### src/rtl/usb3_ep_in_packetizer_pkg.sv
// Shared types and constants for the USB3 IN-endpoint packetizer.
package usb3_ep_in_packetizer_pkg;

  typedef enum logic [1:0] {
    IDLE     = 2'd0,
    FILL     = 2'd1,
    DRAIN    = 2'd2,
    WAIT_ACK = 2'd3
  } pktState_e;

  localparam int DEF_MAX_PKT_BYTES = 1024;
  localparam int DEF_ADDR_WIDTH    = 9;
  localparam int DEF_ACK_TIMEOUT   = 4095;
  localparam int LEN_WIDTH         = 11;
  localparam int WORD_CNT_WIDTH    = 9;

  // A lastBytes of 0 means the final word carried all four bytes.
  function automatic logic [LEN_WIDTH-1:0] pktLen(input logic [WORD_CNT_WIDTH-1:0] words,
                                                  input logic [1:0] lastBytes);
    logic [LEN_WIDTH-1:0] full;
    full = {words, 2'b00};
    if (lastBytes == 2'd0) return full;
    return full - LEN_WIDTH'(3'd4 - {1'b0, lastBytes});
  endfunction

endpackage

### src/rtl/usb3_ep_in_packetizer_if.sv
// Stream-in and endpoint-buffer-out signal bundle of the packetizer.
interface usb3_ep_in_packetizer_if #(
  parameter int ADDR_WIDTH = 9
);

  logic [31:0]           strm_data;
  logic                  strm_valid;
  logic                  strm_last;
  logic [1:0]            strm_last_bytes;
  logic                  strm_ready;
  logic [ADDR_WIDTH-1:0] buf_in_addr;
  logic [31:0]           buf_in_data;
  logic                  buf_in_wren;
  logic                  buf_in_ready;
  logic                  buf_in_commit;
  logic [10:0]           buf_in_commit_len;
  logic                  buf_in_commit_ack;

  modport master (
    input  strm_data, strm_valid, strm_last, strm_last_bytes, buf_in_ready, buf_in_commit_ack,
    output strm_ready, buf_in_addr, buf_in_data, buf_in_wren, buf_in_commit, buf_in_commit_len
  );

  modport slave (
    output strm_data, strm_valid, strm_last, strm_last_bytes, buf_in_ready, buf_in_commit_ack,
    input  strm_ready, buf_in_addr, buf_in_data, buf_in_wren, buf_in_commit, buf_in_commit_len
  );

endinterface

### src/rtl/usb3_ep_in_packetizer.sv
// Packs a 32-bit valid/ready stream into endpoint buffer packets, closing on
// strm_last or the packet size limit, then commits the length and waits for ack.
module usb3_ep_in_packetizer
  import usb3_ep_in_packetizer_pkg::*;
#(
  parameter int MAX_PKT_BYTES = DEF_MAX_PKT_BYTES,
  parameter int ADDR_WIDTH    = DEF_ADDR_WIDTH,
  parameter int ACK_TIMEOUT   = DEF_ACK_TIMEOUT
) (
  input  logic                    local_clk,
  input  logic                    reset,
  usb3_ep_in_packetizer_if.master ep,
  input  logic                    zlp_req_i,
  output logic                    zlp_ack_o,
  output logic [15:0]             pkt_count_o,
  output logic                    err_timeout_o
);

  localparam int MAX_WORDS = MAX_PKT_BYTES / 4;
  localparam int TMR_WIDTH = $clog2(ACK_TIMEOUT + 1);
  localparam logic [WORD_CNT_WIDTH-1:0] LAST_WORD = WORD_CNT_WIDTH'(MAX_WORDS - 1);
  localparam logic [TMR_WIDTH-1:0]      TMR_LAST  = TMR_WIDTH'(ACK_TIMEOUT - 1);

  pktState_e                 state_q, state_d;
  logic [WORD_CNT_WIDTH-1:0] wordCnt_q, wordCnt_d;
  logic [1:0]                lastBytes_q, lastBytes_d;
  logic [LEN_WIDTH-1:0]      len_q, len_d;
  logic                      zlp_q, zlp_d;
  logic [TMR_WIDTH-1:0]      tmr_q, tmr_d;
  logic [ADDR_WIDTH-1:0]     addr_q, addr_d;
  logic [31:0]               data_q, data_d;
  logic                      wren_q, wren_d;
  logic [15:0]               pktCount_q, pktCount_d;
  logic                      zlpAck_q, zlpAck_d;
  logic                      errTimeout_q, errTimeout_d;

  logic strmReady;
  logic commit;
  logic handshake;
  logic closePkt;
  logic timedOut;

  assign handshake = ep.strm_valid & strmReady;
  // The limit check uses the pre-increment count, so the word that fills the
  // packet closes it and strm_ready is already low in the following cycle.
  assign closePkt  = handshake & (ep.strm_last | (wordCnt_q == LAST_WORD));
  assign timedOut  = (tmr_q == TMR_LAST);

  always_ff @(posedge local_clk) begin
    if (reset) begin
      state_q      <= IDLE;
      wordCnt_q    <= '0;
      lastBytes_q  <= '0;
      len_q        <= '0;
      zlp_q        <= 1'b0;
      tmr_q        <= '0;
      addr_q       <= '0;
      data_q       <= '0;
      wren_q       <= 1'b0;
      pktCount_q   <= '0;
      zlpAck_q     <= 1'b0;
      errTimeout_q <= 1'b0;
    end else begin
      state_q      <= state_d;
      wordCnt_q    <= wordCnt_d;
      lastBytes_q  <= lastBytes_d;
      len_q        <= len_d;
      zlp_q        <= zlp_d;
      tmr_q        <= tmr_d;
      addr_q       <= addr_d;
      data_q       <= data_d;
      wren_q       <= wren_d;
      pktCount_q   <= pktCount_d;
      zlpAck_q     <= zlpAck_d;
      errTimeout_q <= errTimeout_d;
    end
  end

  // A pending ZLP request wins over stream data whenever the buffer is granted.
  always_comb begin
    state_d = state_q;
    case (state_q)
      IDLE:     if (ep.buf_in_ready) state_d = zlp_req_i ? WAIT_ACK : FILL;
      FILL:     if (closePkt) state_d = DRAIN;
      DRAIN:    state_d = WAIT_ACK;
      WAIT_ACK: if (ep.buf_in_commit_ack || timedOut) state_d = IDLE;
      default:  state_d = IDLE;
    endcase
  end

  always_comb begin
    wordCnt_d    = wordCnt_q;
    lastBytes_d  = lastBytes_q;
    len_d        = len_q;
    zlp_d        = zlp_q;
    tmr_d        = tmr_q;
    addr_d       = addr_q;
    data_d       = data_q;
    wren_d       = 1'b0;
    pktCount_d   = pktCount_q;
    zlpAck_d     = 1'b0;
    errTimeout_d = 1'b0;
    case (state_q)
      IDLE: begin
        wordCnt_d   = '0;
        lastBytes_d = '0;
        tmr_d       = '0;
        zlp_d       = ep.buf_in_ready & zlp_req_i;
        if (ep.buf_in_ready && zlp_req_i) len_d = '0;
      end
      FILL: begin
        if (handshake) begin
          addr_d      = wordCnt_q[ADDR_WIDTH-1:0];
          data_d      = ep.strm_data;
          wren_d      = 1'b1;
          wordCnt_d   = wordCnt_q + 1'b1;
          lastBytes_d = ep.strm_last ? ep.strm_last_bytes : 2'd0;
        end
      end
      DRAIN: begin
        len_d = pktLen(wordCnt_q, lastBytes_q);
        tmr_d = '0;
      end
      WAIT_ACK: begin
        // Ack in the expiry cycle still counts as a successful commit.
        if (ep.buf_in_commit_ack) begin
          pktCount_d = pktCount_q + 16'd1;
          zlpAck_d   = zlp_q;
          zlp_d      = 1'b0;
        end else if (timedOut) begin
          errTimeout_d = 1'b1;
          zlp_d        = 1'b0;
        end else begin
          tmr_d = tmr_q + 1'b1;
        end
      end
      default: ;
    endcase
  end

  always_comb begin
    strmReady = (state_q == FILL);
    commit    = (state_q == WAIT_ACK);
  end

  assign ep.strm_ready        = strmReady;
  assign ep.buf_in_addr       = addr_q;
  assign ep.buf_in_data       = data_q;
  assign ep.buf_in_wren       = wren_q;
  assign ep.buf_in_commit     = commit;
  assign ep.buf_in_commit_len = len_q;
  assign zlp_ack_o            = zlpAck_q;
  assign pkt_count_o          = pktCount_q;
  assign err_timeout_o        = errTimeout_q;

endmodule
### src/flat_wrapper.sv
// flat-port wrapper written by rule: the top's interface ports become plain ports
module usb3_ep_in_packetizer_flat import usb3_ep_in_packetizer_pkg::*;
#(
  parameter int MAX_PKT_BYTES = DEF_MAX_PKT_BYTES,
  parameter int ADDR_WIDTH    = DEF_ADDR_WIDTH,
  parameter int ACK_TIMEOUT   = DEF_ACK_TIMEOUT
)
  (local_clk, reset, zlp_req_i, zlp_ack_o, pkt_count_o, err_timeout_o, ep_strm_data, ep_strm_valid, ep_strm_last, ep_strm_last_bytes, ep_buf_in_ready, ep_buf_in_commit_ack, ep_strm_ready, ep_buf_in_addr, ep_buf_in_data, ep_buf_in_wren, ep_buf_in_commit, ep_buf_in_commit_len);
  usb3_ep_in_packetizer_if #(.ADDR_WIDTH(ADDR_WIDTH)) ep_i ();
  input  logic local_clk;
  input  logic reset;
  input  logic zlp_req_i;
  output logic zlp_ack_o;
  output logic [15:0] pkt_count_o;
  output logic err_timeout_o;
  input wire logic [$bits(ep_i.strm_data)-1:0] ep_strm_data;
  input wire logic [$bits(ep_i.strm_valid)-1:0] ep_strm_valid;
  input wire logic [$bits(ep_i.strm_last)-1:0] ep_strm_last;
  input wire logic [$bits(ep_i.strm_last_bytes)-1:0] ep_strm_last_bytes;
  input wire logic [$bits(ep_i.buf_in_ready)-1:0] ep_buf_in_ready;
  input wire logic [$bits(ep_i.buf_in_commit_ack)-1:0] ep_buf_in_commit_ack;
  output wire logic [$bits(ep_i.strm_ready)-1:0] ep_strm_ready;
  output wire logic [$bits(ep_i.buf_in_addr)-1:0] ep_buf_in_addr;
  output wire logic [$bits(ep_i.buf_in_data)-1:0] ep_buf_in_data;
  output wire logic [$bits(ep_i.buf_in_wren)-1:0] ep_buf_in_wren;
  output wire logic [$bits(ep_i.buf_in_commit)-1:0] ep_buf_in_commit;
  output wire logic [$bits(ep_i.buf_in_commit_len)-1:0] ep_buf_in_commit_len;
  assign ep_i.strm_data = ep_strm_data;
  assign ep_i.strm_valid = ep_strm_valid;
  assign ep_i.strm_last = ep_strm_last;
  assign ep_i.strm_last_bytes = ep_strm_last_bytes;
  assign ep_i.buf_in_ready = ep_buf_in_ready;
  assign ep_i.buf_in_commit_ack = ep_buf_in_commit_ack;
  assign ep_strm_ready = ep_i.strm_ready;
  assign ep_buf_in_addr = ep_i.buf_in_addr;
  assign ep_buf_in_data = ep_i.buf_in_data;
  assign ep_buf_in_wren = ep_i.buf_in_wren;
  assign ep_buf_in_commit = ep_i.buf_in_commit;
  assign ep_buf_in_commit_len = ep_i.buf_in_commit_len;
  usb3_ep_in_packetizer #(.MAX_PKT_BYTES(MAX_PKT_BYTES), .ADDR_WIDTH(ADDR_WIDTH), .ACK_TIMEOUT(ACK_TIMEOUT)) u_core (.local_clk(local_clk), .reset(reset), .ep(ep_i), .zlp_req_i(zlp_req_i), .zlp_ack_o(zlp_ack_o), .pkt_count_o(pkt_count_o), .err_timeout_o(err_timeout_o));
endmodule
### config.mk
export PLATFORM = sky130hd
export DESIGN_NAME = usb3_ep_in_packetizer_flat
export DESIGN_NICKNAME = d
export VERILOG_FILES = /design/src/rtl/usb3_ep_in_packetizer_pkg.sv /design/src/rtl/usb3_ep_in_packetizer_if.sv /design/src/rtl/usb3_ep_in_packetizer.sv /design/src/flat_wrapper.sv
export SDC_FILE = /design/constraint.sdc
export NUM_CORES = 1
export LEC_CHECK = 0
export CELL_PAD_IN_SITES_DETAIL_PLACEMENT = 0
export CELL_PAD_IN_SITES_GLOBAL_PLACEMENT = 1
export CORE_ASPECT_RATIO = 1.1
export CORE_MARGIN = 3
export CORE_UTILIZATION = 39
export DETAILED_ROUTE_END_ITERATION = 12
export DONT_BUFFER_PORTS = 1
export PLACE_DENSITY = 0.8
export SYNTH_ARGS = -nofsm -noshare
export SYNTH_HDL_FRONTEND = slang
export SYNTH_SLANG_ARGS = --single-unit
### constraint.sdc
create_clock -name local_clk -period 2 [get_ports local_clk]
set_input_delay 0.1 -clock local_clk [delete_from_list [all_inputs] [get_ports local_clk]]
set_output_delay 0.1 -clock local_clk [all_outputs]
set_load 0.005 [all_outputs]
# Yosys cells after proc, flatten, opt, wreduce, memory -nomap -nowiden
# Index checks and enable logic that the tools add are counted.
[op_classes] n_bitwise=7 eq_ne=13 n_mux=24 addsub=5 n_reduce_logical=19
[ops] op="11-bit two-way mux" n=3
[ops] op="12-bit two-way mux" n=2
[ops] op="12-bit case mux with 2 select lines" n=1
[ops] op="11-bit case mux with 2 select lines" n=1
[ops] op="9-bit case mux with 2 select lines" n=1
[ops] op="16-bit by 1-bit adder with 16-bit output (second input constant)" n=1
[ops] op="12-bit by 1-bit adder with 12-bit output (second input constant)" n=1
[ops] op="12-bit == test (second input constant)" n=1
[ops] op="2-bit two-way mux" n=6
[ops] op="11-bit subtractor" n=1
[ops] op="2-bit inequality test (second input constant)" n=5
[ops] op="2-bit AND reduction" n=5
[ops] op="9-bit by 1-bit adder with 9-bit output (second input constant)" n=1
[ops] op="9-bit by 8-bit == test with 1-bit output (second input constant)" n=1
[ops] op="9-bit two-way mux" n=1
[ops] op="2-bit case mux with 4 select lines" n=1
[ops] op="2-bit nonzero test" n=4
[ops] op="1-bit two-way mux" n=6
[ops] op="3-bit AND reduction" n=2
[ops] op="3-bit OR reduction" n=2
[ops] op="2-bit == test (second input constant)" n=2
[ops] op="2-bit zero test" n=2
[ops] op="2-bit by 1-bit inequality test with 1-bit output (second input constant)" n=2
[ops] op="2-bit case mux with 2 select lines" n=1
[ops] op="other kinds (10)" n=15
[totals] in_bits=41 wordCells=80 out_inout_bits=73 ff_bits=97

# Longest topological paths before layout
# Gate-level depths: netlist (run 1).
[logic_depth] depth_word=5 ltp_mapped=9 mapped_depth_nobuf=9

# Worst setup path before layout (run 1)
# No wires, ideal clock.
[synth_timing] path_type="register -> register" startpoint="register u_core.lastBytes_q[0]" endpoint="register u_core.len_q[10], in the netlist u_core.ep.buf_in_commit_len[10]" path_buffers=0 path_stages_with_launch=9 synth_period_minus_slack_ps=2120 slack_ps=-120 setup_ps=118 arrival_time_ps=2002 path_cell_list="dfxtp_1 -> inv_1 -> ha_1 -> inv_1 -> ha_1 -> a2111o_1 -> nor4b_1 -> xnor2_1 -> o2bb2ai_1"
[synth_via] elab_chain_cells=5 word_cells_on_any_way=7 classes_between="add/sub: 2; mux: 4; reduce/logical: 1"
[synth_lines] element="start: declaration" line_no="usb3_ep_in_packetizer.sv:26" rtl="logic [1:0] lastBytes_q, lastBytes_d;"
[synth_lines] element="start signal: assignment" line_no="usb3_ep_in_packetizer.sv:66" rtl="lastBytes_q <= lastBytes_d;"
[synth_lines] element="branches (longest 3 deep; another with 11-bit subtractor)"
[synth_lines] element="11-bit two-way mux *" line_no="usb3_ep_in_packetizer_pkg.sv:23" rtl="return full - LEN_WIDTH'(3'd4 - {1'b0, lastBytes});"
[synth_lines] element="11-bit case mux with 2 select lines *" line_no="usb3_ep_in_packetizer.sv:103" rtl="case (state_q)"
[synth_lines] element="end signal: assignment" line_no="usb3_ep_in_packetizer.sv:67" rtl="len_q <= len_d;"
[synth_lines] element="end: declaration" line_no="usb3_ep_in_packetizer.sv:27" rtl="logic [LEN_WIDTH-1:0] len_q, len_d;"
# Every way passes the cells marked *. The select of a mux whose other input is x is not followed.
# A chain may end at the register's enable or synchronous reset.

# Worst setup path in the final report (run 1)
[layout_timing] startpoint="register u_core.state_q[0]" endpoint="register u_core.pktCount_q[13], in the netlist u_core.pkt_count_o[13]"
[layout_via] elab_chain_cells=2
[layout_lines] element="start: declaration" line_no="usb3_ep_in_packetizer.sv:24" rtl="pktState_e state_q, state_d;"
[layout_lines] element="start signal: assignment" line_no="usb3_ep_in_packetizer.sv:64" rtl="state_q <= state_d;"
[layout_lines] element="2-bit == test" line_no="usb3_ep_in_packetizer.sv:103"
[layout_lines] element="2-bit AND reduction (no line)"
[layout_lines] element="end signal: assignment" line_no="usb3_ep_in_packetizer.sv:73" rtl="pktCount_q <= pktCount_d;"
[layout_lines] element="end: declaration" line_no="usb3_ep_in_packetizer.sv:33" rtl="logic [15:0] pktCount_q, pktCount_d;"
# Every way passes these cells.

==> results of run 1 <==
[synthesized netlist by cell type, types with 3 or more instances]
cell type                   instances
sky130_fd_sc_hd__nand2_1          109
sky130_fd_sc_hd__dfxtp_1           97
sky130_fd_sc_hd__a21oi_1           67
sky130_fd_sc_hd__nor2_1            30
sky130_fd_sc_hd__clkbuf_1          27
sky130_fd_sc_hd__or3_1             15
sky130_fd_sc_hd__o21ai_0           13
sky130_fd_sc_hd__ha_1              12
sky130_fd_sc_hd__nand3_1           12
sky130_fd_sc_hd__inv_1             11
sky130_fd_sc_hd__nand4_1           11
sky130_fd_sc_hd__xor2_1            10
sky130_fd_sc_hd__mux2i_1            9
sky130_fd_sc_hd__xnor2_1            8
sky130_fd_sc_hd__nor4_1             6
sky130_fd_sc_hd__o2bb2ai_1          6
sky130_fd_sc_hd__o31ai_1            6
sky130_fd_sc_hd__or4_1              6
sky130_fd_sc_hd__a211oi_1           5
sky130_fd_sc_hd__and3_1             5
sky130_fd_sc_hd__nor3_1             5
sky130_fd_sc_hd__a22oi_1            3
sky130_fd_sc_hd__and2_1             3
sky130_fd_sc_hd__nand2b_1           3
sky130_fd_sc_hd__nand3b_1           3
[through the flow]
step / power [mW] / hold slack [ns] / utilization, % / cell area [µm²]
after floorplan: 2.89 / 0.236 / - / 4290
after global placement: 3.18 / 0.178 / 44.1 / 4650
after detailed placement: 3.22 / 0.180 / 44.1 / 4650
after CTS: 5.18 / 0.0237 / 51.2 / 5400
after global routing: 5.44 / 0.0333 / 51.8 / 5460
final: 5.17 / 0.0357 / 51.8 / 5460
[sequential cells by signal, summed over array words and instances (netlist names)]
name,cells
u_core.ep.buf_in_data,32
u_core.pkt_count_o,16
u_core.tmr_q,12
u_core.ep.buf_in_commit_len,11
u_core.ep.buf_in_addr,9
u_core.wordCnt_q,9
u_core.lastBytes_q,2
u_core.state_q,2
u_core.ep.buf_in_wren,1
u_core.err_timeout_o,1
u_core.zlp_ack_o,1
u_core.zlp_q,1
[worst min-delay path by stage]
stage	from	depth (start not counted)	endpoint	slack, ns
2_1_floorplan	ep_strm_data[0]	2	u_core.ep.buf_in_data[0]	0.24
3_3_place_gp	reset	1	u_core.tmr_q[0]	0.18
3_5_place_dp	reset	1	u_core.tmr_q[0]	0.18
4_1_cts	reset	2	u_core.ep.buf_in_commit_len[6]	0.02
5_1_grt	reset	2	u_core.ep.buf_in_commit_len[7]	0.03
6_report	reset	2	u_core.ep.buf_in_commit_len[6]	0.04
[cell type report]
type                    instances  area share (%)
clock inverters                 3            1.19
well taps                     143            3.28
repair buffers                 76            13.1
multi-input cells             378            41.5
inverters                      11           0.802
clock buffers                  12            4.52
flip-flops and latches         97            35.7
[critical path, stage by stage (launching register included)]
cell	delay (ns)
sky130_fd_sc_hd__dfxtp_1	0.41
sky130_fd_sc_hd__ha_1	0.27
sky130_fd_sc_hd__nand2_4	0.07
sky130_fd_sc_hd__or3_1	0.45
sky130_fd_sc_hd__or4_1	0.52
sky130_fd_sc_hd__a21oi_1	0.16
[kinds of logic after synthesis]
family,count (synthesis)
AO/OA/AOI/OAI,117
XOR/XNOR,18
adder cells (fa/ha/maj),12
buffers and inverters,40
flip-flops,97
multiplexers,9
AND/OR/NAND/NOR,222
[repair_timing]
action,in CTS,in global routing
setup endpoints to repair,3,10
hold endpoints to repair,90,0
gates cloned,0,0
resized for setup,4,17
setup buffers,1,0
hold buffers,40,0
pin swaps,4,9
[where the power goes]
group	switching [mW]	leakage, nW	total, mW	internal, mW
Sequential	0.102	0.786	2.16	2.05
Clock	0.704	0.153	1.83	1.12
Combinational	0.691	0.957	1.18	0.491
Total	1.50	1.90	5.17	3.67
[metal layers]
layer	up-vias	track usage (%)
li1	1923	-
met4	0	7.43
met1	1832	20.6
met2	108	33.1
met5	-	0
met3	11	5.52
==> impl_metrics.xml, run 1 <==
<?xml version="1.0" encoding="UTF-8"?>
<metrics>
  <group name="detailed_routing">
    <metric name="detail_route.vias_per_cell" unit="">5.38</metric>
    <metric name="antenna_violating_nets_post_route" unit="">0</metric>
    <metric name="met2_wirelength" unit="µm">5530</metric>
    <metric name="drcViolationCount" unit="">0</metric>
    <metric name="highest-signal-layer" unit="">met4</metric>
    <metric name="wl_met1" unit="µm">4590</metric>
    <metric name="vias" unit="">3874</metric>
    <metric name="post_drt_wl_per_cell" unit="µm">15.5</metric>
    <metric name="wl_met3" unit="µm">854</metric>
    <metric name="drtPass1Iterations" unit="">4</metric>
    <metric name="initialDrtViolationCount" unit="">146</metric>
    <metric name="drt_wl_total" unit="µm">11100</metric>
  </group>
  <group name="cells_and_area">
    <metric name="final-instance-count-excl-fill" unit="">720</metric>
    <metric name="final_layout_size_suffix_gt1_share" unit="%">13.7</metric>
    <metric name="final_antenna_diode_count" unit="">0</metric>
    <metric name="layout.area.seq" unit="mm²">0.00195</metric>
    <metric name="final_common_cell" unit="">sky130_fd_sc_hd__nand2_1</metric>
    <metric name="final.fill_count" unit="">1009</metric>
    <metric name="multiInputGateArea" unit="mm²">0.00226</metric>
    <metric name="commonest_non_fill_non_tap_cells_in_the_layout" unit="">109 x sky130_fd_sc_hd__nand2_1, 93 x sky130_fd_sc_hd__dfxtp_1, 64 x sky130_fd_sc_hd__a21oi_1, 39 x sky130_fd_sc_hd__dlygate4sd3_1, 34 x sky130_fd_sc_hd__buf_4</metric>
    <metric name="flow.area_growth_from_synthesis" unit="%">28.1</metric>
    <metric name="final_net_count" unit="">626</metric>
  </group>
  <group name="placed_design">
    <metric name="numPortBuffers" unit="">0</metric>
    <metric name="dp.cells" unit="">664</metric>
    <metric name="detailedPlace.worstSlack" unit="ns">-0.0631</metric>
    <metric name="globalplace.congestion" unit="">0.849</metric>
    <metric name="hpwlAfterDp" unit="µm">7350</metric>
  </group>
  <group name="die">
    <metric name="floorplan.io_pins" unit="">114</metric>
    <metric name="die_span_y" unit="µm">116</metric>
    <metric name="initial_utilization" unit="%">40.4</metric>
    <metric name="dieArea" unit="mm²">0.0122</metric>
    <metric name="std_cell_rows" unit="">39</metric>
    <metric name="core_region_area" unit="mm²">0.0105</metric>
    <metric name="die-width" unit="µm">106</metric>
  </group>
  <group name="global_routing">
    <metric name="grt_overflow" unit="">0</metric>
    <metric name="antenna_found_initial" unit="">0</metric>
    <metric name="total_routing_resource_utilization_after_global_routing" unit="%">18.5</metric>
    <metric name="grt_start_max_net_pins" unit="">90</metric>
    <metric name="grt_pass1_wl" unit="µm">18300</metric>
    <metric name="first_global_vias" unit="">3798</metric>
  </group>
  <group name="synthesis">
    <metric name="ys_top_cells_by_area" unit="">sky130_fd_sc_hd__dfxtp_1 46%, sky130_fd_sc_hd__nand2_1 9.6%, sky130_fd_sc_hd__a21oi_1 7.9%</metric>
    <metric name="main_combinational_cell_family_by_area_after_synthesis" unit="">simple AND/OR/NAND/NOR gates</metric>
    <metric name="ys_dominant_reg_cell" unit="">sky130_fd_sc_hd__dfxtp_1</metric>
    <metric name="syn_avg_cell_area" unit="µm²">8.27</metric>
    <metric name="ys_seq_elements" unit="">97</metric>
    <metric name="synth_top_area_share" unit="%">45.6</metric>
    <metric name="number_of_distinct_library_cells_after_synthesis" unit="">49</metric>
    <metric name="xor_and_xnor_fraction_of_the_mapped_netlist_area" unit="%">3.70</metric>
    <metric name="asyncSetResetFlopFracSynth" unit="%">0</metric>
    <metric name="post_synth_inst_count" unit="">515</metric>
    <metric name="count_of_flip_flops_with_a_built_in_enable_after_synthesis" unit="">0</metric>
    <metric name="synthSimpleGateAreaFrac" unit="%">25.0</metric>
    <metric name="synth_mux_area_share" unit="%">2.11</metric>
    <metric name="synth_compound_area_share" unit="%">16.5</metric>
    <metric name="ys_seq_area_share" unit="%">45.6</metric>
    <metric name="yosys_warnings" unit="">0</metric>
    <metric name="syn_area" unit="mm²">0.00426</metric>
    <metric name="syn_nets" unit="">568</metric>
    <metric name="yosys_top_cell_by_area" unit="">sky130_fd_sc_hd__dfxtp_1</metric>
    <metric name="synth-adder-area-share" unit="%">3.52</metric>
  </group>
  <group name="sta">
    <metric name="grt_setup_unrepaired" unit="">true</metric>
    <metric name="finalHoldViolations" unit="">0</metric>
    <metric name="report.final.setup_viol" unit="">0</metric>
    <metric name="final_min_period_over_clock_period" unit="%">97.1</metric>
    <metric name="fin_setup_tns" unit="ns">0</metric>
    <metric name="count_of_final_max_slew_check_failures" unit="">0</metric>
    <metric name="max_freq" unit="GHz">0.515</metric>
    <metric name="max-slew-margin-rel" unit="%">60.5</metric>
    <metric name="final.min_clock_period" unit="ns">1.94</metric>
    <metric name="tightestPinTransition" unit="ns">0.590</metric>
    <metric name="finClkSkew" unit="ns">0.00543</metric>
    <metric name="post-route-worst-setup-slack" unit="ns">0.0570</metric>
  </group>
  <group name="setup_path">
    <metric name="worst_setup_path_end_kind" unit="">flip-flop</metric>
    <metric name="r2r_setup_slack" unit="ns">0.06</metric>
    <metric name="setup.worst_path.class" unit="">reg2reg</metric>
    <metric name="r2r_start" unit="">u_core.state_q[0]</metric>
    <metric name="cp_data_required_time" unit="ns">2.27</metric>
    <metric name="kind_of_start_point_of_the_critical_path" unit="">flip-flop</metric>
    <metric name="worst_ep_arrival_time" unit="ns">2.21</metric>
    <metric name="worstSetupStartpoint" unit="">u_core.state_q[0]</metric>
    <metric name="worst-path-max-fanout" unit="">4</metric>
    <metric name="critPathCapture" unit="">u_core.pkt_count_o[13]</metric>
    <metric name="worstReg2RegEnd" unit="">u_core.pkt_count_o[13]</metric>
    <metric name="reg2reg_depth" unit="">5</metric>
  </group>
  <group name="power">
    <metric name="p_leak" unit="nW">1.90</metric>
    <metric name="power.density_cell_area" unit="mW/mm²">947</metric>
    <metric name="vdd_ir_drop_max" unit="µV">463</metric>
  </group>
  <group name="clock_tree">
    <metric name="tritoncts_num_sinks" unit="">97</metric>
    <metric name="cts_max_level" unit="">3</metric>
    <metric name="cts_inserted_buffers" unit="">9</metric>
    <metric name="worst_setup_hold_path_clk_slew" unit="ns">0.07</metric>
    <metric name="cts-root-buf" unit="">sky130_fd_sc_hd__clkbuf_16</metric>
    <metric name="cts_tree" unit="">yes</metric>
    <metric name="cts_buffer_depth" unit="">2</metric>
    <metric name="later_pin_clock_latency_in_the_skew_report" unit="ns">0.34</metric>
  </group>
  <group name="outcome">
    <metric name="status" unit="">completed</metric>
  </group>
  <group name="run">
    <metric name="max_cap_violations" unit="">0</metric>
  </group>
  <group name="hold_path">
    <metric name="timing.hold.worst.class" unit="">in2reg</metric>
  </group>
</metrics>
(Power assumes the default switching activity.)
==> run 2: changes to the inputs <==
CORE_MARGIN = not set   (was 3)
==> run 2 against run 1 <==
  * Register-to-register slack hardly changed
  * Clock power hardly changed
  * Final area is 0.96% lower
  * Wire length is 2.9% lower
  * Total power is 0.30% lower
  * Hold slack worse by 0.0041 ns
  * Clock skew is 0.00080 ns lower
  * Critical endpoint is now u_core.state_q[0]
  * Largest cell class unchanged
==> impl_metrics.xml, run 2 (synthesis results as in run 1) <==
<?xml version="1.0" encoding="UTF-8"?>
<metrics>
  <group name="detailed_routing">
    <metric name="drcViolationCount" unit="">0</metric>
    <metric name="detail_route.vias_per_cell" unit="">5.36</metric>
    <metric name="post_drt_wl_per_cell" unit="µm">15.1</metric>
    <metric name="met2_wirelength" unit="µm">5320</metric>
    <metric name="antenna_violating_nets_post_route" unit="">0</metric>
    <metric name="wl_met1" unit="µm">4510</metric>
    <metric name="highest-signal-layer" unit="">met4</metric>
    <metric name="vias" unit="">3841</metric>
    <metric name="wl_met3" unit="µm">896</metric>
    <metric name="drt_wl_total" unit="µm">10800</metric>
    <metric name="drtPass1Iterations" unit="">4</metric>
    <metric name="initialDrtViolationCount" unit="">125</metric>
  </group>
  <group name="sta">
    <metric name="finalHoldViolations" unit="">0</metric>
    <metric name="min_hold_slack" unit="ns">0.0315</metric>
    <metric name="finClkSkew" unit="ns">0.00463</metric>
    <metric name="final.min_clock_period" unit="ns">1.93</metric>
    <metric name="final_min_period_over_clock_period" unit="%">96.6</metric>
    <metric name="fin_setup_tns" unit="ns">0</metric>
    <metric name="max_freq" unit="GHz">0.517</metric>
    <metric name="tightestPinTransition" unit="ns">0.655</metric>
    <metric name="report.final.setup_viol" unit="">0</metric>
    <metric name="count_of_final_max_slew_check_failures" unit="">0</metric>
    <metric name="max-slew-margin-rel" unit="%">56.2</metric>
    <metric name="grt_setup_unrepaired" unit="">true</metric>
  </group>
  <group name="cells_and_area">
    <metric name="final_common_cell" unit="">sky130_fd_sc_hd__nand2_1</metric>
    <metric name="final.fill_count" unit="">963</metric>
    <metric name="final_net_count" unit="">622</metric>
    <metric name="commonest_non_fill_non_tap_cells_in_the_layout" unit="">108 x sky130_fd_sc_hd__nand2_1, 93 x sky130_fd_sc_hd__dfxtp_1, 65 x sky130_fd_sc_hd__a21oi_1, 38 x sky130_fd_sc_hd__dlygate4sd3_1, 32 x sky130_fd_sc_hd__buf_4</metric>
    <metric name="layout.area.seq" unit="mm²">0.00195</metric>
    <metric name="largest_reg_flops" unit="">32</metric>
    <metric name="final_antenna_diode_count" unit="">0</metric>
    <metric name="multiInputGateArea" unit="mm²">0.00226</metric>
    <metric name="final_layout_size_suffix_gt1_share" unit="%">14.1</metric>
    <metric name="flow.area_growth_from_synthesis" unit="%">26.8</metric>
    <metric name="finalInstanceArea" unit="mm²">0.00541</metric>
    <metric name="final-instance-count-excl-fill" unit="">717</metric>
  </group>
  <group name="global_routing">
    <metric name="first_global_vias" unit="">3723</metric>
    <metric name="grt_pass1_wl" unit="µm">17800</metric>
    <metric name="total_routing_resource_utilization_after_global_routing" unit="%">19.7</metric>
    <metric name="grt_overflow" unit="">0</metric>
    <metric name="grt_start_max_net_pins" unit="">90</metric>
    <metric name="antenna_found_initial" unit="">0</metric>
  </group>
  <group name="power">
    <metric name="total_power" unit="mW">5.15</metric>
    <metric name="power.density_cell_area" unit="mW/mm²">953</metric>
    <metric name="vdd_ir_drop_max" unit="µV">504</metric>
    <metric name="internal-power" unit="mW">3.55</metric>
    <metric name="p_comb_share" unit="%">23.0</metric>
    <metric name="power.share.switching" unit="%">31.0</metric>
    <metric name="p_leak" unit="nW">1.87</metric>
    <metric name="p_seq_share" unit="%">41.8</metric>
    <metric name="power.net_switching" unit="mW">1.60</metric>
    <metric name="power_frac_clock" unit="%">35.2</metric>
  </group>
  <group name="setup_path">
    <metric name="r2r_setup_slack" unit="ns">0.07</metric>
    <metric name="r2r_start" unit="">u_core.wordCnt_q[1]</metric>
    <metric name="worst_ep_arrival_time" unit="ns">2.19</metric>
    <metric name="worst-path-max-fanout" unit="">4</metric>
    <metric name="kind_of_start_point_of_the_critical_path" unit="">flip-flop</metric>
    <metric name="cp_data_required_time" unit="ns">2.26</metric>
    <metric name="reg2reg_depth" unit="">9</metric>
    <metric name="worstReg2RegEnd" unit="">u_core.state_q[0]</metric>
    <metric name="setup.worst_path.class" unit="">reg2reg</metric>
    <metric name="worst_setup_path_end_kind" unit="">flip-flop</metric>
  </group>
  <group name="clock_tree">
    <metric name="cts_tree" unit="">yes</metric>
    <metric name="later_pin_clock_latency_in_the_skew_report" unit="ns">0.35</metric>
    <metric name="worst_setup_hold_path_clk_slew" unit="ns">0.07</metric>
    <metric name="cts_buffer_depth" unit="">2</metric>
    <metric name="cts-root-buf" unit="">sky130_fd_sc_hd__clkbuf_16</metric>
    <metric name="cts_inserted_buffers" unit="">9</metric>
    <metric name="cts_max_level" unit="">3</metric>
    <metric name="tritoncts_num_sinks" unit="">97</metric>
  </group>
  <group name="die">
    <metric name="std_cell_rows" unit="">39</metric>
    <metric name="core_region_area" unit="mm²">0.0105</metric>
    <metric name="floorplan.io_pins" unit="">114</metric>
    <metric name="die-width" unit="µm">102</metric>
    <metric name="dieArea" unit="mm²">0.0113</metric>
    <metric name="initial_utilization" unit="%">40.6</metric>
    <metric name="die_span_y" unit="µm">112</metric>
  </group>
  <group name="placed_design">
    <metric name="detailed_place.area" unit="mm²">0.00461</metric>
    <metric name="numPortBuffers" unit="">0</metric>
    <metric name="globalplace.congestion" unit="">0.811</metric>
    <metric name="dp.cells" unit="">661</metric>
    <metric name="hpwlAfterDp" unit="µm">7130</metric>
  </group>
  <group name="hold_path">
    <metric name="hold-path-cell-count" unit="">2</metric>
    <metric name="worstHoldStart" unit="">reset</metric>
    <metric name="timing.hold.worst.class" unit="">in2reg</metric>
    <metric name="timing.hold.worst_endpoint" unit="">u_core.ep.buf_in_commit_len[10]</metric>
  </group>
  <group name="outcome">
    <metric name="status" unit="">completed</metric>
  </group>
  <group name="run">
    <metric name="max_cap_violations" unit="">0</metric>
  </group>
</metrics>
-- run 2: changes by cell type in the layout (fill, tap and decap cells not counted), moves of 2 or more --
cell and delta:
sky130_fd_sc_hd__ha_1 -2, sky130_fd_sc_hd__and3_4 -2, sky130_fd_sc_hd__and3_1 +2, sky130_fd_sc_hd__a211oi_2 +2
sky130_fd_sc_hd__a211oi_1 -2, sky130_fd_sc_hd__inv_8 +3, sky130_fd_sc_hd__clkbuf_1 -2, sky130_fd_sc_hd__ha_2 +2
sky130_fd_sc_hd__buf_4 -2
-- run 2: critical path, cell delays in order (launching register included) --
cell,delay [ns]
sky130_fd_sc_hd__dfxtp_2,0.34
sky130_fd_sc_hd__ha_2,0.18
sky130_fd_sc_hd__and3_1,0.18
sky130_fd_sc_hd__and3_1,0.18
sky130_fd_sc_hd__and3_1,0.17
sky130_fd_sc_hd__ha_1,0.16
sky130_fd_sc_hd__o21ai_2,0.07
sky130_fd_sc_hd__a21oi_2,0.24
sky130_fd_sc_hd__a21oi_2,0.09
sky130_fd_sc_hd__a311oi_2,0.24
-- run 2: cell type report --
cell class              instances  area share [%]
repair buffers                 72            12.4
flip-flops and latches         97            36.0
clock inverters                 7            1.60
clock buffers                   9            4.17
well taps                     143            3.31
inverters                      11           0.764
multi-input cells             378            41.8
-- run 2: through the flow --
step,utilization [%],worst slack [ns]
final,51.5,0.0673
after global routing,51.5,-0.0195
after CTS,51.0,0.00739
after detailed placement,44.0,-0.0415
after global placement,44.0,0.0457
after floorplan,-,0.00954
-- run 2: power groups by stage --
stage                     sequential [mW]  combinational [mW]  clock [mW]
after floorplan                      2.17               0.721           0
after global placement               2.19                1.02           0
after detailed placement             2.19                1.05           0
after CTS                            2.15                1.16        1.87
after global routing                 2.17                1.34        1.95
final                                2.15                1.19        1.81
-- run 2: how the worst max path moves through the flow --
stage | from | end | slack (ns) | cells past startpoint
global placement | u_core.lastBytes_q[1] | u_core.ep.buf_in_commit_len[8] | 0.05 | 8
finish | u_core.wordCnt_q[1] | u_core.state_q[0] | 0.07 | 9
floorplan | u_core.wordCnt_q[2] | u_core.state_q[0] | 0.01 | 9
CTS | u_core.wordCnt_q[0] | u_core.state_q[0] | 0.007 | 8
global route | u_core.wordCnt_q[0] | u_core.state_q[0] | -0.02 | 9
detailed placement | u_core.lastBytes_q[1] | u_core.ep.buf_in_commit_len[8] | -0.04 | 8
-- run 2: layer usage --
metal  vias up  global-route usage (%)
li1       1916                       -
met3         9                    7.22
met1      1805                    22.4
met2       111                    33.6
met4         0                    6.86
met5         -                       0
-- run 2: what timing repair did --
| action | 4_1_cts | 5_1_grt |
|---|---|---|
| hold buffers | 39 | 0 |
| setup endpoints to repair | 4 | 11 |
| buffers inserted | 0 | 1 |
| pin swaps | 5 | 4 |
| gates resized for setup | 6 | 13 |
| endpoints found under the hold margin | 90 | 0 |
| cloned | 0 | 0 |
==> run 3: changes to the inputs <==
PLACE_DENSITY = 0.7   (was 0.8)
clock period = 2.1 ns   (was 2 ns; I/O delays follow)
==> run 3 against run 2 <==
  * Fmax down 3.7%
  * Core utilization down 0.16 points
  * Total power down 5.7%
  * Wire length up 3.3%
  * Register-to-register slack better by 0.03 ns
  * Global-route usage up 0.69 points
  * Critical endpoint unchanged
  * Highest routed layer unchanged
==> impl_metrics.xml, run 3 (synthesis results as in run 1) <==
<?xml version="1.0" encoding="UTF-8"?>
<metrics>
  <group name="outcome">
    <metric name="status" unit="">completed</metric>
  </group>
  <group name="placed_design">
    <metric name="dp.cells" unit="">655</metric>
    <metric name="numPortBuffers" unit="">0</metric>
    <metric name="detailedPlace.worstSlack" unit="ns">-0.00930</metric>
    <metric name="hpwlAfterDp" unit="µm">6990</metric>
    <metric name="globalplace.congestion" unit="">0.795</metric>
  </group>
  <group name="setup_path">
    <metric name="worst_ep_arrival_time" unit="ns">2.21</metric>
    <metric name="worst_setup_path_end_kind" unit="">flip-flop</metric>
    <metric name="kind_of_start_point_of_the_critical_path" unit="">flip-flop</metric>
    <metric name="setup.worst_path.class" unit="">reg2reg</metric>
    <metric name="worst-path-max-fanout" unit="">4</metric>
    <metric name="cp_data_required_time" unit="ns">2.31</metric>
  </group>
  <group name="die">
    <metric name="std_cell_rows" unit="">39</metric>
    <metric name="initial_utilization" unit="%">40.6</metric>
    <metric name="die-width" unit="µm">102</metric>
    <metric name="core_region_area" unit="mm²">0.0105</metric>
    <metric name="dieArea" unit="mm²">0.0113</metric>
    <metric name="die_span_y" unit="µm">112</metric>
    <metric name="floorplan.io_pins" unit="">114</metric>
  </group>
  <group name="sta">
    <metric name="max-slew-margin-rel" unit="%">60.3</metric>
    <metric name="post-route-worst-setup-slack" unit="ns">0.0940</metric>
    <metric name="finalHoldViolations" unit="">0</metric>
    <metric name="grt_setup_unrepaired" unit="">true</metric>
    <metric name="report.final.setup_viol" unit="">0</metric>
    <metric name="count_of_final_max_slew_check_failures" unit="">0</metric>
    <metric name="min_hold_slack" unit="ns">0.0184</metric>
    <metric name="fin_setup_tns" unit="ns">0</metric>
    <metric name="final.min_clock_period" unit="ns">2.01</metric>
    <metric name="max_freq" unit="GHz">0.498</metric>
    <metric name="finClkSkew" unit="ns">0.00674</metric>
    <metric name="final_min_period_over_clock_period" unit="%">95.5</metric>
    <metric name="tightestPinTransition" unit="ns">0.593</metric>
  </group>
  <group name="clock_tree">
    <metric name="cts_buffer_depth" unit="">2</metric>
    <metric name="cts_max_level" unit="">3</metric>
    <metric name="cts_inserted_buffers" unit="">9</metric>
    <metric name="later_pin_clock_latency_in_the_skew_report" unit="ns">0.34</metric>
    <metric name="cts-root-buf" unit="">sky130_fd_sc_hd__clkbuf_16</metric>
    <metric name="cts_tree" unit="">yes</metric>
    <metric name="worst_setup_hold_path_clk_slew" unit="ns">0.07</metric>
    <metric name="tritoncts_num_sinks" unit="">97</metric>
  </group>
  <group name="global_routing">
    <metric name="grt_pass1_wl" unit="µm">18300</metric>
    <metric name="antenna_found_initial" unit="">0</metric>
    <metric name="grt_start_max_net_pins" unit="">52</metric>
    <metric name="first_global_vias" unit="">3822</metric>
    <metric name="total_routing_resource_utilization_after_global_routing" unit="%">20.4</metric>
    <metric name="grt_overflow" unit="">0</metric>
  </group>
  <group name="power">
    <metric name="p_leak" unit="nW">1.96</metric>
    <metric name="total_power" unit="mW">4.86</metric>
    <metric name="vdd_ir_drop_max" unit="µV">404</metric>
    <metric name="power.density_cell_area" unit="mW/mm²">902</metric>
  </group>
  <group name="detailed_routing">
    <metric name="post_drt_wl_per_cell" unit="µm">15.5</metric>
    <metric name="drtPass1Iterations" unit="">4</metric>
    <metric name="antenna_violating_nets_post_route" unit="">0</metric>
    <metric name="detail_route.vias_per_cell" unit="">5.27</metric>
    <metric name="vias" unit="">3790</metric>
    <metric name="initialDrtViolationCount" unit="">106</metric>
    <metric name="drt_wl_total" unit="µm">11200</metric>
    <metric name="drcViolationCount" unit="">0</metric>
  </group>
  <group name="cells_and_area">
    <metric name="final-instance-count-excl-fill" unit="">719</metric>
    <metric name="final.fill_count" unit="">1011</metric>
    <metric name="final_layout_size_suffix_gt1_share" unit="%">10.8</metric>
    <metric name="largest_reg_flops" unit="">32</metric>
    <metric name="final_net_count" unit="">624</metric>
    <metric name="flow.area_growth_from_synthesis" unit="%">26.5</metric>
    <metric name="commonest_non_fill_non_tap_cells_in_the_layout" unit="">109 x sky130_fd_sc_hd__nand2_1, 97 x sky130_fd_sc_hd__dfxtp_1, 66 x sky130_fd_sc_hd__a21oi_1, 45 x sky130_fd_sc_hd__dlygate4sd3_1, 30 x sky130_fd_sc_hd__nor2_1</metric>
    <metric name="final_common_cell" unit="">sky130_fd_sc_hd__nand2_1</metric>
    <metric name="final_antenna_diode_count" unit="">0</metric>
  </group>
  <group name="run">
    <metric name="max_cap_violations" unit="">0</metric>
  </group>
  <group name="hold_path">
    <metric name="timing.hold.worst.class" unit="">in2reg</metric>
  </group>
</metrics>
==> run 3: changes by cell type in the layout (fill, tap and decap cells not counted), sizes merged <==
| cell | previous run | this run |
|---|---|---|
| dlygate4sd3 | 38 | 45 |
| buf | 34 | 28 |
| inv | 15 | 11 |
| clkbuf | 9 | 12 |
| clkinvlp | 0 | 2 |
==> run 3: final timing paths <==
kind                            start                end  slack, ns  depth (start not counted)
setup / recovery  u_core.wordCnt_q[0]  u_core.state_q[0]       0.09                          9
hold / removal              zlp_req_i  u_core.state_q[1]       0.02                          2
setup reg to reg  u_core.wordCnt_q[0]  u_core.state_q[0]       0.09                          9
hold reg to reg          u_core.zlp_q   u_core.zlp_ack_o       0.46                          2
==> run 3: per-layer routing <==
layer	vias to the layer above	GRT usage [%]	part of all wire, %
met5	-	0	0
li1	1913	-	-
met1	1772	24.1	43
met3	13	5.71	6.9
met2	92	34.4	49
met4	0	8.21	1.7
==> run 3: cell type report <==
class	instances	area [µm²]	share of cell area, %
multi-input cells	378	2210	40.9
flip-flops and latches	97	1940	36.0
repair buffers	74	723	13.4
clock buffers	11	243	4.50
well taps	143	179	3.32
clock inverters	5	55.1	1.02
inverters	11	41.3	0.766
==> run 3: stage by stage <==
stage / instance area, µm² / utilization, %
2_1_floorplan: 4260 / -
3_3_place_gp: 4550 / 43.4
3_5_place_dp: 4550 / 43.4
4_1_cts: 5320 / 50.7
5_1_grt: 5390 / 51.4
6_report: 5390 / 51.4
==> run 3: power breakdown <==
group | switching (mW) | internal [mW] | leakage [nW]
clock | 0.710 | 0.953 | 0.142
combinational | 0.641 | 0.509 | 1.04
sequential | 0.0911 | 1.95 | 0.784
==> run 3: timing repair <==
| action | CTS | global route |
|---|---|---|
| endpoints found under the hold margin | 90 | 0 |
| buffers inserted | 0 | 1 |
| hold buffers | 46 | 0 |
| gates resized for setup | 0 | 12 |
| endpoints found under the setup margin | 2 | 44 |
| pin swaps | 0 | 4 |
| gates cloned | 0 | 1 |
==> run 3: worst max-delay path, cell delays in order, from the launching register on <==
cell and delay, ns:
sky130_fd_sc_hd__dfxtp_1 0.32, sky130_fd_sc_hd__ha_1 0.22, sky130_fd_sc_hd__and3_1 0.19, sky130_fd_sc_hd__and3_1 0.18
sky130_fd_sc_hd__and3_1 0.18, sky130_fd_sc_hd__ha_1 0.19, sky130_fd_sc_hd__o21ai_0 0.22, sky130_fd_sc_hd__a21oi_2 0.11
sky130_fd_sc_hd__a21oi_1 0.18, sky130_fd_sc_hd__a311oi_1 0.07
